### config.mk
export PLATFORM = sky130hd
export DESIGN_NAME = vga_signal_generator
export DESIGN_NICKNAME = d
export VERILOG_FILES = /design/src/rtl/vga_signal_generator.sv
export SDC_FILE = /design/constraint.sdc
export NUM_CORES = 1
export LEC_CHECK = 0
export ABC_AREA = 1
export BUFFER_PORTS_ARGS = -buffer_cell sky130_fd_sc_hd__buf_2
export CAP_MARGIN = 20
export CORE_MARGIN = 2
export CORE_UTILIZATION = 30
export CTS_BUF_LIST = sky130_fd_sc_hd__clkbuf_2 sky130_fd_sc_hd__clkbuf_4 sky130_fd_sc_hd__clkbuf_8
export DETAILED_ROUTE_END_ITERATION = 8
export GPL_TIMING_DRIVEN = 0
export PLACE_DENSITY_LB_ADDON = 0.2
export SLEW_MARGIN = 20
export SYNTH_ARGS = -nofsm -noshare
export SYNTH_HDL_FRONTEND = slang
export SYNTH_SLANG_ARGS = --single-unit
### constraint.sdc
create_clock -name clock -period 2.25 [get_ports clock]
set_input_delay 0.45 -clock clock [delete_from_list [all_inputs] [get_ports clock]]
set_output_delay 0.45 -clock clock [all_outputs]
set_load 0.02 [all_outputs]
### src/rtl/vga_signal_generator.sv
// Video timing and test-pattern back end for electron_beam_positioner.
// Turns the per-clock beam position and wrap pulses into registered syncs,
// display enable and 12-bit RGB. It also checks the position stream for
// sequence faults and counts frames.
//
// Ports:
//   clock, reset                  pixel clock, async active-low reset
//   instantaneous_beam_position   [0] = column x, [1] = row y
//   beam2left_signal              pulse at x == 0
//   beam2top_signal               pulse at (0,0); latches mode and solid colour
//   pattern_select, solid_color   test-pattern mode and mode-3 colour
//   error_clear                   synchronous clear of sequence_error
//   hsync, vsync, display_enable  timing outputs, 2 cycles after the input
//   red, green, blue              pixel colour, aligned with display_enable
//   frame_count                   frames started since reset
//   sequence_error                sticky position-stream fault flag
module vga_signal_generator #(
   parameter int unsigned H_VISIBLE       = 640,
   parameter int unsigned H_FRONT         = 16,
   parameter int unsigned H_SYNC          = 96,
   parameter int unsigned H_BACK          = 48,
   parameter int unsigned V_VISIBLE       = 480,
   parameter int unsigned V_FRONT         = 10,
   parameter int unsigned V_SYNC          = 2,
   parameter int unsigned V_BACK          = 33,
   parameter bit          SYNC_ACTIVE_LOW = 1'b1
) (
   input  logic             clock,
   input  logic             reset,
   input  logic [1:0][10:0] instantaneous_beam_position,
   input  logic             beam2left_signal,
   input  logic             beam2top_signal,
   input  logic [1:0]       pattern_select,
   input  logic [11:0]      solid_color,
   input  logic             error_clear,
   output logic             hsync,
   output logic             vsync,
   output logic             display_enable,
   output logic [3:0]       red,
   output logic [3:0]       green,
   output logic [3:0]       blue,
   output logic [15:0]      frame_count,
   output logic             sequence_error
);

   localparam int unsigned POS_W    = 11;
   localparam int unsigned H_TOTAL  = H_VISIBLE + H_FRONT + H_SYNC + H_BACK;
   localparam int unsigned V_TOTAL  = V_VISIBLE + V_FRONT + V_SYNC + V_BACK;
   localparam int unsigned HS_START = H_VISIBLE + H_FRONT;
   localparam int unsigned HS_END   = HS_START + H_SYNC;
   localparam int unsigned VS_START = V_VISIBLE + V_FRONT;
   localparam int unsigned VS_END   = VS_START + V_SYNC;
   localparam int unsigned BAR_W    = H_VISIBLE / 8;
   localparam logic        SYNC_IDLE = SYNC_ACTIVE_LOW;

   logic [POS_W-1:0] x_in, y_in;
   logic             in_range_c, hs_act_c, vs_act_c, de_c;
   logic             x_wrap_c, seq_fault_c;
   logic [POS_W-1:0] exp_x_c, exp_y_c;

   // Stage-1 state
   logic [POS_W-1:0] x_s1, y_s1;
   logic             hs_s1, vs_s1, de_s1, primed;
   logic [1:0]       mode_q;
   logic [11:0]      solid_q;

   // Stage-2 colour
   logic [2:0]       bar_c;
   logic [11:0]      pix_c;

   assign x_in = instantaneous_beam_position[0];
   assign y_in = instantaneous_beam_position[1];

   // Region decode of the incoming sample; syncs are suppressed off-raster
   always_comb begin
      in_range_c = (x_in < POS_W'(H_TOTAL)) && (y_in < POS_W'(V_TOTAL));
      hs_act_c   = in_range_c && (x_in >= POS_W'(HS_START)) && (x_in < POS_W'(HS_END));
      vs_act_c   = in_range_c && (y_in >= POS_W'(VS_START)) && (y_in < POS_W'(VS_END));
      de_c       = (x_in < POS_W'(H_VISIBLE)) && (y_in < POS_W'(V_VISIBLE));
   end

   // Next position predicted from the previous sample held in stage 1
   always_comb begin
      x_wrap_c = (x_s1 == POS_W'(H_TOTAL - 1));
      exp_x_c  = x_wrap_c ? '0 : x_s1 + POS_W'(1);
      exp_y_c  = y_s1;
      if (x_wrap_c)
         exp_y_c = (y_s1 == POS_W'(V_TOTAL - 1)) ? '0 : y_s1 + POS_W'(1);
      seq_fault_c = !in_range_c ||
                    (primed && ((x_in != exp_x_c) || (y_in != exp_y_c) ||
                                (beam2left_signal != (x_in == '0)) ||
                                (beam2top_signal  != ((x_in == '0) && (y_in == '0)))));
   end

   // Stage 1: position, decoded regions, frame state and fault flag
   always_ff @(posedge clock or negedge reset) begin
      if (!reset) begin
         x_s1           <= '0;
         y_s1           <= '0;
         hs_s1          <= 1'b0;
         vs_s1          <= 1'b0;
         de_s1          <= 1'b0;
         primed         <= 1'b0;
         mode_q         <= '0;
         solid_q        <= '0;
         frame_count    <= '0;
         sequence_error <= 1'b0;
      end else begin
         x_s1   <= x_in;
         y_s1   <= y_in;
         hs_s1  <= hs_act_c;
         vs_s1  <= vs_act_c;
         de_s1  <= de_c;
         primed <= 1'b1;
         if (beam2top_signal) begin
            mode_q      <= pattern_select;
            solid_q     <= solid_color;
            frame_count <= frame_count + 16'd1;
         end
         // A new fault outranks a simultaneous clear
         if (seq_fault_c)
            sequence_error <= 1'b1;
         else if (error_clear)
            sequence_error <= 1'b0;
      end
   end

   // Colour-bar index: x / BAR_W without a divider
   always_comb begin
      bar_c = '0;
      for (int unsigned i = 1; i < 8; i++)
         if (x_s1 >= POS_W'(i * BAR_W))
            bar_c = 3'(i);
   end

   // Pattern engine; black outside the visible area.
   // Bar order white..black is the bitwise complement of the index on {g,r,b}.
   always_comb begin
      pix_c = '0;
      if (de_s1) begin
         case (mode_q)
            2'd0: pix_c = {{4{~bar_c[1]}}, {4{~bar_c[2]}}, {4{~bar_c[0]}}};
            2'd1: pix_c = (x_s1[5] ^ y_s1[5]) ? 12'hFFF : 12'h000;
            2'd2: pix_c = {x_s1[9:6], y_s1[8:5], frame_count[3:0]};
            2'd3: pix_c = solid_q;
         endcase
      end
   end

   // Stage 2: aligned registered outputs
   always_ff @(posedge clock or negedge reset) begin
      if (!reset) begin
         hsync          <= SYNC_IDLE;
         vsync          <= SYNC_IDLE;
         display_enable <= 1'b0;
         red            <= '0;
         green          <= '0;
         blue           <= '0;
      end else begin
         hsync          <= SYNC_IDLE ^ hs_s1;
         vsync          <= SYNC_IDLE ^ vs_s1;
         display_enable <= de_s1;
         red            <= pix_c[11:8];
         green          <= pix_c[7:4];
         blue           <= pix_c[3:0];
      end
   end

endmodule

==> key figures <==
Status
  • Run status: finished, final reports clean

Synthesis
  • Number of enable-type register cells in the synthesized netlist: 0
  • Most area-hungry cell type in the Yosys netlist: sky130_fd_sc_hd__dfrtp_1
  • Post-Synthesis Cell Area: 0.004031 mm^2
  • Ranking of synthesized cells by area: sky130_fd_sc_hd__dfrtp_1, sky130_fd_sc_hd__nand2_1, sky130_fd_sc_hd__inv_1, sky130_fd_sc_hd__nor2_1, sky130_fd_sc_hd__nand3_1
  • Number of cells produced by synthesis: 527
  • Commonest register cell after synthesis: sky130_fd_sc_hd__dfrtp_1
  • Synthesized area divided by synthesized cell count: 7.650 um^2
  • Most numerous cell types in the synthesized netlist: sky130_fd_sc_hd__nand2_1, sky130_fd_sc_hd__dfrtp_1, sky130_fd_sc_hd__inv_1, sky130_fd_sc_hd__nor2_1, sky130_fd_sc_hd__nand3_1
  • Part of the Yosys area used for sequential elements: 44.75%
  • Count of different cell masters after synthesis: 38
  • Number of storage elements in the synthesis netlist: 72
  • Async set-or-reset flop fraction in the synthesized netlist: 100.0%
  • Fraction of synthesized cell area taken by the top area cell type: 43.45%
  • Number of nets in the synthesized netlist: 573
  • Cell with the most instances after synthesis: sky130_fd_sc_hd__nand2_1
  • Number of warnings issued by yosys: 0

Clocking
  • CTS tree: done
  • Number of H-tree levels: 3
  • Number of buffers on the longest clock path: 2
  • CTS Buf Count: 9
  • Clock slew at reported path FFs: 0.08 ns
  • Buffers inserted by post-CTS timing repair: 0
  • CTS sink count: 72
  • Clock latency of the later-clocked register in the worst-skew pair: 0.37 ns
  • CTS root buffer: sky130_fd_sc_hd__clkbuf_8

STA
  • Slew HR: 60.71%
  • Final sum of negative setup slack: 0 ns
  • Final worst-path cycle share: 90.01%
  • Slew at the pin closest to its max-slew limit: 0.5894 ns
  • Number of slew-limit violations in the final report: 0
  • Final clock skew: 0.009664 ns
  • Final count of hold timing violations: 0
  • Setup repair after global routing missed its margin: false
  • Setup Viol. Count Final: 0
  • Final critical path time including I/O delays and setup: 2.025 ns
  • Peak Freq: 493.8 MHz

Global route
  • Antenna violations before repair: 0
  • Wire length of the first global-routing pass: 17.82 mm
  • Overall global routing resource usage: 16.12%
  • Pin count of the biggest net entering global routing: 55
  • Via count of the first global-routing pass: 3577
  • Global route total overflow: 0

Floorplan
  • Core Footprint: 0.01319 mm^2
  • Die Footprint: 0.01438 mm^2
  • Initial core utilization: 30.56%
  • Row cnt: 42
  • Y dimension of the die: 119.9 um
  • Die width: 119.9 um
  • Number of ports placed on the die boundary: 73

Route
  • Via density per instance: 4.624
  • Average wire per cell in the routed design: 13.65 um
  • Total wire length after detailed routing: 10.82 mm
  • Number of DRC markers after the initial detailed-route iteration: 280
  • DR vias: 3667
  • Number of iterations in the first detailed-routing pass: 7
  • DRC errors left: 0
  • Final ANT Viol Nets: 0

Setup path
  • Crit path launch type: register
  • Cell with the largest stage delay on the worst path: sky130_fd_sc_hd__dfrtp_1
  • Slowest cell delay on critical path: 0.39 ns
  • Crit path required time: 2.52 ns
  • Critical-path cell list: ha_1 > nand3_1 > nor2_2 > nand2_1 > nand3_1 > nand2_1 > nand2_1 > nand3_1 > nor2_1 > nand3_1 > nand2_1 > nand2_1
  • Crit path capture type: register
  • Arrival time at the worst endpoint: 2.29 ns
  • Maximum fanout along the worst path: 4
  • Cell repeated most along the worst path: sky130_fd_sc_hd__nand2_1
  • Startpoint-to-endpoint class of the critical path: register to register

Min path
  • Class of the tightest hold or removal check: input pin to register

Run
  • Reported max-cap violation count: 0

Placement
  • Detailed placer's ending HPWL: 8.251 mm
  • Placed Instance Area: 0.004642 mm^2
  • Number of port buffers: 72
  • Global placement routability congestion: 0.8481

Power
  • PD cells: 691.0 mW/mm^2
  • Highest ir drop seen on vdd: 350.7 uV
  • Static leakage power: 0.002598 uW

Layout
  • Register cell area after layout: 0.001804 mm^2
  • Total area of multi-input combinational cells: 0.001937 mm^2
  • Final non-filler cell area: 0.004883 mm^2
  • Fillers: 1428
  • Total Nets Final: 658
  • Number of antenna repair diodes: 0
  • Area overhead of the layout relative to synthesis: 21.14%
  • Layout cells sized above 1: 20.26%
==> path summary, 6_finish.rpt <==
path                                                 start  slack (ns)              to  cells after the start
max in group asynchronous                            reset        1.14           vsync                      3
min in group asynchronous                            reset        0.50      solid_q[1]                      2
setup reg to reg                                   x_s1[0]        0.22  sequence_error                     12
setup / recovery                                   x_s1[0]        0.22  sequence_error                     12
hold / removal             instantaneous_beam_position[11]        0.21         y_s1[0]                      1
hold reg to reg                                      hs_s1        0.37           hsync                      1
==> layer usage <==
| metal | vias up | GRT usage [%] | share of wire (%) |
|---|---|---|---|
| met1 | 1699 | 21.92 | 50 |
| met3 | 13 | 4.278 | 5.8 |
| li1 | 1849 | - | - |
| met2 | 106 | 24.29 | 43 |
| met5 | - | 0 | 0 |
| met4 | 0 | 6.544 | 1.9 |
==> layout make-up <==
cell class | instances | share of cell area, %
multi-input combinational | 381 | 39.66
sequential | 72 | 36.95
timing repair buffer | 74 | 8.199
inverter | 67 | 5.150
tap | 176 | 4.509
clock buffer | 10 | 2.818
clock inverter | 6 | 1.870
buffer | 7 | 0.8455
==> timing repair <==
| action | 4_1_cts | 5_1_grt |
|---|---|---|
| endpoints found under the setup margin | 0 | 1 |
| endpoints found under the hold margin | 17 | 0 |
| resized for setup | 0 | 1 |
| hold buffers | 1 | 0 |
==> per-stage QoR <==
stage | setup slack [ns] | hold WS, ns | utilization [%] | power [uW] | instances
final | 0.2247 | 0.2106 | 37.02 | 3375 | 793
after floorplan | 0.4389 | 0.1544 | - | 1937 | 527
after global placement | 0.2166 | 0.3514 | 34.96 | 2181 | 775
after CTS | 0.2202 | 0.1889 | 37.00 | 3429 | 793
after global routing | 0.04171 | 0.2014 | 37.02 | 3567 | 793
after detailed placement | 0.2368 | 0.3500 | 35.19 | 2198 | 776
==> critical path, delay by kind of cell, from the launching register on <==
family | cells | cell delay [ns]
simple gates | 11 | 1.28
flops | 1 | 0.39
fa+ha+maj | 1 | 0.26
==> state kept, by name, indices dropped and copies added, names as in the netlist <==
signal / flops
primed: 1
vs_s1: 1
blue: 4
hsync: 1
mode_q: 2
display_enable: 1
solid_q: 12
y_s1: 11
sequence_error: 1
x_s1: 11
vsync: 1
de_s1: 1
frame_count: 16
hs_s1: 1
red: 4
green: 4
==> where the power goes <==
group	internal [uW]	switching (uW)	total [uW]
sequential	1410	128	1530
clock	660	545	1210
combinational	238	398	636
==> cells by family (layout without fill, tap and decap cells) <==
kind of cell | count (synthesis) | after routing | share of synthesized area [%]
AOI/OAI and AO/OA | 45 | 45 | 7.542
xor gates and xnor gates | 18 | 18 | 4.593
adders and majority gates | 5 | 5 | 1.552
buffers and inverters | 74 | 164 | 7.263
DFF | 72 | 72 | 44.75
other | 1 | 1 | 0.09302
and+or+nand+nor | 312 | 312 | 34.20
==> cells in the final DEF (no fill, tap or decap), drive strengths merged <==
cell / instances
nand2: 177
buf: 77
dfrtp: 70
nor2: 69
inv: 68
nand3: 43
o21ai: 14
clkbuf: 13
nand4: 11
xor2: 9
a21oi: 9
a221oi: 8
xnor2: 7
a31oi: 6
o21bai: 6
ha: 5
nand3b: 4
nor4: 3
nor3: 3
clkinv: 3
xnor3: 2
bufinv: 2
dfstp: 2
o2111ai: 1
a311oi: 1
nor3b: 1
or2: 1
dlygate4sd3: 1
conb: 1
No activity file was read; power rests on OpenSTA's default activity.
